<file path="config.mk">
export PLATFORM = sky130hd
export DESIGN_NAME = wb8_interconnect
export DESIGN_NICKNAME = d
export VERILOG_FILES = /design/src/rtl/wb8_interconnect.sv
export SDC_FILE = /design/constraint.sdc
export NUM_CORES = 1
export LEC_CHECK = 0
export ABC_AREA = 1
export CAP_MARGIN = 15
export CORE_ASPECT_RATIO = 2
export CORE_UTILIZATION = 42
export CTS_BUF_LIST = sky130_fd_sc_hd__clkbuf_16
export DETAILED_ROUTE_END_ITERATION = 6
export MAX_ROUTING_LAYER = met4
export PLACE_DENSITY = 0.94
export SYNTH_ARGS = -nofsm -noshare
export SYNTH_HDL_FRONTEND = slang
export SYNTH_SLANG_ARGS = --single-unit
</file>
<file path="constraint.sdc">
create_clock -name I_wb_clk -period 4.7 [get_ports I_wb_clk]
set_clock_uncertainty 0.05 [all_clocks]
set_input_delay 0.705 -clock I_wb_clk [delete_from_list [all_inputs] [get_ports I_wb_clk]]
set_output_delay 0.705 -clock I_wb_clk [all_outputs]
set_load 0.03 [all_outputs]
</file>
<file path="src/rtl/wb8_interconnect.sv">
// 8-bit Wishbone interconnect: one master, NSLAVES slaves, base/mask decode,
// bus-error responses for unmapped addresses and ack watchdog, latched fault record.
module wb8_interconnect #(
  parameter int                      NSLAVES       = 8,
  parameter logic [NSLAVES*32-1:0]   ADR_BASES     = '0,
  parameter logic [NSLAVES*32-1:0]   ADR_MASKS     = '0,
  parameter int                      DEFAULT_SLAVE = NSLAVES,
  parameter int                      TIMEOUT       = 255
) (
  input  logic                   I_wb_clk,
  input  logic                   I_reset,
  input  logic                   I_wb_cyc,
  input  logic                   I_wb_stb,
  input  logic                   I_wb_we,
  input  logic [31:0]            I_wb_adr,
  output logic [7:0]             O_wb_dat,
  output logic                   O_wb_ack,
  output logic                   O_wb_stall,
  output logic                   O_wb_err,
  output logic [NSLAVES-1:0]     O_s_stb,
  input  logic [NSLAVES*8-1:0]   I_s_dat,
  input  logic [NSLAVES-1:0]     I_s_ack,
  input  logic [NSLAVES-1:0]     I_s_stall,
  output logic                   O_fault_valid,
  output logic [31:0]            O_fault_adr,
  output logic                   O_fault_timeout,
  output logic [7:0]             O_fault_count,
  input  logic                   I_fault_clr
);

  localparam int            IW          = (NSLAVES > 1) ? $clog2(NSLAVES) : 1;
  localparam bit            HAS_DEFAULT = (DEFAULT_SLAVE >= 0) && (DEFAULT_SLAVE < NSLAVES);
  localparam logic [IW-1:0] DEFAULT_IDX = IW'(DEFAULT_SLAVE);
  localparam bit            TO_EN       = (TIMEOUT != 0);
  localparam logic [15:0]   TO_LIMIT    = 16'(TIMEOUT - 1);

  typedef enum logic [1:0] {IDLE, BUSY, ERR} state_t;

  state_t        state_reg, state_next;
  logic [IW-1:0] sel_reg, sel_next;
  logic [15:0]   cnt_reg, cnt_next;
  logic          cause_reg, cause_next;
  logic          match_hit;
  logic [IW-1:0] match_idx;
  logic [7:0]    s_dat_arr [NSLAVES];
  logic          unused_we;

  assign unused_we = I_wb_we;

  generate
    for (genvar gi = 0; gi < NSLAVES; gi++) begin : g_dat
      assign s_dat_arr[gi] = I_s_dat[gi*8 +: 8];
    end
  endgenerate

  // Scan from the top so the lowest matching index is the one left standing.
  always_comb begin
    match_hit = 1'b0;
    match_idx = '0;
    for (int i = NSLAVES - 1; i >= 0; i--) begin
      if ((I_wb_adr & ADR_MASKS[32*i +: 32]) == (ADR_BASES[32*i +: 32] & ADR_MASKS[32*i +: 32])) begin
        match_hit = 1'b1;
        match_idx = IW'(i);
      end
    end
    if (!match_hit && HAS_DEFAULT) begin
      match_hit = 1'b1;
      match_idx = DEFAULT_IDX;
    end
  end

  always_ff @(posedge I_wb_clk or posedge I_reset) begin
    if (I_reset) begin
      state_reg <= IDLE;
      sel_reg   <= '0;
      cnt_reg   <= '0;
      cause_reg <= 1'b0;
    end else begin
      state_reg <= state_next;
      sel_reg   <= sel_next;
      cnt_reg   <= cnt_next;
      cause_reg <= cause_next;
    end
  end

  // cnt counts unacked strobe cycles including the launch cycle, so the
  // error ack lands exactly TIMEOUT cycles after the strobe is first seen.
  always_comb begin
    state_next = state_reg;
    sel_next   = sel_reg;
    cnt_next   = cnt_reg;
    cause_next = cause_reg;
    O_s_stb    = '0;
    O_wb_dat   = 8'h00;
    O_wb_ack   = 1'b0;
    O_wb_stall = 1'b0;
    O_wb_err   = 1'b0;
    case (state_reg)
      IDLE: begin
        if (I_wb_cyc && I_wb_stb) begin
          if (!match_hit) begin
            state_next = ERR;
            cause_next = 1'b0;
          end else begin
            sel_next           = match_idx;
            cnt_next           = 16'd1;
            O_s_stb[match_idx] = 1'b1;
            O_wb_dat           = s_dat_arr[match_idx];
            O_wb_ack           = I_s_ack[match_idx];
            O_wb_stall         = I_s_stall[match_idx];
            if (!I_s_ack[match_idx]) begin
              if (TO_EN && (TIMEOUT == 1)) begin
                state_next = ERR;
                cause_next = 1'b1;
              end else begin
                state_next = BUSY;
              end
            end
          end
        end
      end
      BUSY: begin
        if (!I_wb_cyc) begin
          state_next = IDLE;
        end else begin
          O_s_stb[sel_reg] = I_wb_stb;
          O_wb_dat         = s_dat_arr[sel_reg];
          O_wb_ack         = I_s_ack[sel_reg];
          O_wb_stall       = I_s_stall[sel_reg];
          if (I_s_ack[sel_reg]) begin
            state_next = IDLE;
          end else begin
            if (cnt_reg != 16'hFFFF) cnt_next = cnt_reg + 16'd1;
            if (TO_EN && (cnt_reg == TO_LIMIT)) begin
              state_next = ERR;
              cause_next = 1'b1;
            end
          end
        end
      end
      ERR: begin
        O_wb_ack   = 1'b1;
        O_wb_err   = 1'b1;
        O_wb_dat   = 8'hFF;
        state_next = IDLE;
      end
      default: state_next = IDLE;
    endcase
    // Strobes and acks must vanish the moment reset rises, not at the next edge.
    if (I_reset) begin
      O_s_stb    = '0;
      O_wb_dat   = 8'h00;
      O_wb_ack   = 1'b0;
      O_wb_stall = 1'b0;
      O_wb_err   = 1'b0;
    end
  end

  always_ff @(posedge I_wb_clk or posedge I_reset) begin
    if (I_reset) begin
      O_fault_valid   <= 1'b0;
      O_fault_adr     <= '0;
      O_fault_timeout <= 1'b0;
      O_fault_count   <= '0;
    end else begin
      if (I_fault_clr) begin
        O_fault_valid   <= 1'b0;
        O_fault_adr     <= '0;
        O_fault_timeout <= 1'b0;
        O_fault_count   <= '0;
      end
      // A fault coinciding with a clear is recorded on top of the cleared state.
      if (state_reg == ERR) begin
        if (!O_fault_valid || I_fault_clr) begin
          O_fault_valid   <= 1'b1;
          O_fault_adr     <= I_wb_adr;
          O_fault_timeout <= cause_reg;
        end
        if (I_fault_clr) O_fault_count <= 8'd1;
        else if (O_fault_count != 8'hFF) O_fault_count <= O_fault_count + 8'd1;
      end
    end
  end

endmodule
</file>
==> results_dict.tcl <==
set metrics [dict create \
    largest_register_ff_count 32 \
    hold_violations 0 \
    slew_violations 0 \
    cts_resized 0 \
    p_seq_share_pct 44.0 \
    ios 179 \
    tns_ns 0 \
    synthAdderAreaFrac_pct 1.14 \
    final_common_cell "nand2_1" \
    synth_compound_area_share_pct 8.31 \
    cts_max_path_buffers 2 \
    ys.warnings.count 0 \
    cp_slowest_cell "clkdlybuf4s50_1" \
    vias 3185 \
    drc 0 \
    synth_top_cell_area_share_pct 46.5 \
    vdd_ir_drop_max_mv 0.161 \
    design_area_um2 4570 \
    synthTopCellsByArea "dfrtp_1 (47%), nand2_1 (13%), nand3_1 (13%), o21ai_2 (4.0%), inv_1 (2.9%)" \
    drv_cap 0 \
    nNetsFinal 630 \
    r2r_end "O_fault_timeout$_DFF_PP0_" \
    max_freq_mhz 295 \
    dieWidth_um 64.5 \
    synth_top_area_cell "dfrtp_1" \
    reg2reg_slack_ns 2.27 \
    synth.distinct_cells 32 \
    overflow 0 \
    end_kind "primary output" \
    critPathKind "in -> out" \
    grt_pass1_vias 3092 \
    wl_per_cell_um 14.6 \
    placed_cell_area_um2 4310 \
    cts_max_level 3 \
    grtUsageMet2_pct 39.4 \
    synth_mux_area_share_pct 0 \
    antenna_left 0 \
    cts_tree "done" \
    yosys.area_share.simple_pct 33.6 \
    synth_area_um2 3280 \
    whs_path_depth 2 \
    fp.dieArea_um2 8190 \
    path_cells "clkdlybuf4s50_1, nand2_1, o21ai_4, nand2_1, a21oi_1, clkdlybuf4s50_1" \
    hold_buffers 0 \
    post-route-period-util_pct 72.0 \
    ys_seq_area_share_pct 46.5 \
    drive_above_1_share_pct 8.17 \
    syn_avg_cell_area_um2 7.94 \
    drt_iter0_drc 276 \
    grt_pass1_wl_mm 14.1 \
    ys_ff_latch 61 \
    crit_fanout 10 \
    synth_top_family_by_area "simple AND/OR/NAND/NOR gates" \
    clk-insertion-delay-late_ns 0.32 \
    ys_dominant_reg_cell "dfrtp_1" \
    postCtsSetupRepairBufs 0 \
    reg2regPathDepth 5 \
    vias_per_cell 5.24 \
    crit_required_ns 3.94 \
    synth_edf_count 0 \
    comb_power_share_pct 9.0 \
    p_switching_mw 0.286 \
    antenna_found_initial 0 \
    cts.reportedPaths.clkPinSlew_ns 0.05 \
    status "completed" \
    root_buffer "clkbuf_16" \
    synthesis.instances 413 \
    p_leak_nw 2.08 \
    use_met1_pct 24.9 \
    max_slew_margin_pct 27.0 \
    die_h_um 127 \
    synthXorXnorAreaFrac_pct 2.67 \
    firstDrtPassIters 4 \
    pwr-share-clk_pct 46.9 \
    port_buffers 100 \
    gp_congestion 0.896 \
    finalCriticalPeriod_ns 3.39 \
    layout_common_cells "nand2_1 (117), clkdlybuf4s50_1 (100), nand3_1 (85)" \
    start_util_pct 43.2 \
    top_usage_layer "met2" \
    min_to "cause_reg$_DFFE_PP0P_" \
    setup_violations 0 \
    rsz0062_at_grt "false" \
    routed_wl_mm 8.88 \
    path_buf_inv 2 \
    switching_share_pct 23.6 \
    cpPeakStageDelay_ns 0.70 \
    hp-class "reg -> reg" \
    max_slew.worst_pin.slew_ns 1.09 \
    area_growth_syn_to_layout_pct 39.2 \
    grtUsageTotal_pct 22.9 \
    cp.arrival_ns 2.63 \
    grt_max_degree 62 \
    cts_made_buffers 9 \
    coreArea_um2 7600 \
    async_reset_ff_share_pct 100 \
    start_kind "input port" \
    internal_power_mw 0.924 \
    met3_usage_pct 4.64 \
    antenna_cells 0 \
    cp_top_family "buffers and inverters" \
    powerDensity_nw_per_um2 265 \
    row_count 45 \
    min_from "cause_reg$_DFFE_PP0P_" \
    clock_sinks 61 \
    reg2reg_from "state_reg[1]$_DFFE_PP0P_" \
    dpl.hpwl_mm 6.24 \
]
==> kinds of logic (layout without fill, tap and decap cells) <==
logic type               count (synthesis)  after routing
adder cells (fa/ha/maj)                  3              3
AO/OA/AOI/OAI                           39             39
AND/OR/NAND/NOR                        246            246
buffers and inverters                   53            148
XOR/XNOR                                10             10
flip-flops                              61             61
other                                    1              7
==> power groups by stage <==
stage	clock network (mW)	logic (mW)	registers, mW
2_1_floorplan	0	0.0588	0.541
3_3_place_gp	0	0.109	0.541
3_5_place_dp	0	0.109	0.542
4_1_cts	0.576	0.110	0.533
5_1_grt	0.601	0.119	0.533
6_report	0.568	0.109	0.533
==> worst max path at each step <==
stage              from          end  slack [ns]  cells after the start
6_report       I_wb_cyc  O_wb_dat[3]        1.31                      6
5_1_grt        I_wb_cyc  O_wb_dat[5]        1.19                      6
4_1_cts        I_wb_cyc  O_wb_dat[3]        1.31                      6
3_5_place_dp   I_wb_cyc  O_wb_dat[3]        1.33                      6
3_3_place_gp   I_wb_cyc  O_wb_dat[4]        1.37                      6
2_1_floorplan   I_reset     O_wb_ack        1.05                      3
==> per-layer routing <==
metal | part of all wire, % | up-vias | wire length (um)
met3 | 5.8 | 19 | 511
met1 | 38 | 1480 | 3370
met4 | 2.5 | 0 | 226
li1 | - | 1549 | -
met2 | 54 | 137 | 4770
met5 | 0 | - | 0
==> synth_stat cells (2+ instances only) <==
library cell  number
buf_4              9
o21ai_2           15
nand4_1            9
buf_2              7
nor2_2             2
nand2_1          117
xnor2_1            4
o21ai_1            2
o31ai_1            3
nor2_1            21
xor2_1             6
inv_1             25
clkbuf_1           5
nor3_1             6
inv_2              3
nand3_1           85
ha_1               3
a21oi_1           10
o21ai_0            6
dfrtp_1           61
buf_1              3
==> through the flow <==
step	utilization [%]	setup slack, ns	instances	hold WS [ns]	total power [mW]
4_1_cts	60.1	1.31	608	0.405	1.22
6_report	60.1	1.31	608	0.403	1.21
3_5_place_dp	56.7	1.33	592	0.394	0.651
2_1_floorplan	-	1.05	419	0.374	0.600
3_3_place_gp	56.7	1.37	592	0.393	0.650
5_1_grt	60.1	1.19	608	0.461	1.25
==> worst register-to-register path: cells and delay by family, from the launching register on <==
family,cells,cell delay [ns]
buf+inv,2,0.53
compound gates,1,0.42
simple gates,2,0.88
flops,1,0.44
==> final cells by class <==
cell class,instances,area (um2)
Timing Repair Buffer,104,1030
Clock inverter,7,35.0
Inverter,28,105
Multi-Input combinational cell,305,1530
Sequential cell,61,1530
Fill cell,647,3030
Clock buffer,9,225
Tap cell,94,118
(Power assumes the default switching activity.)
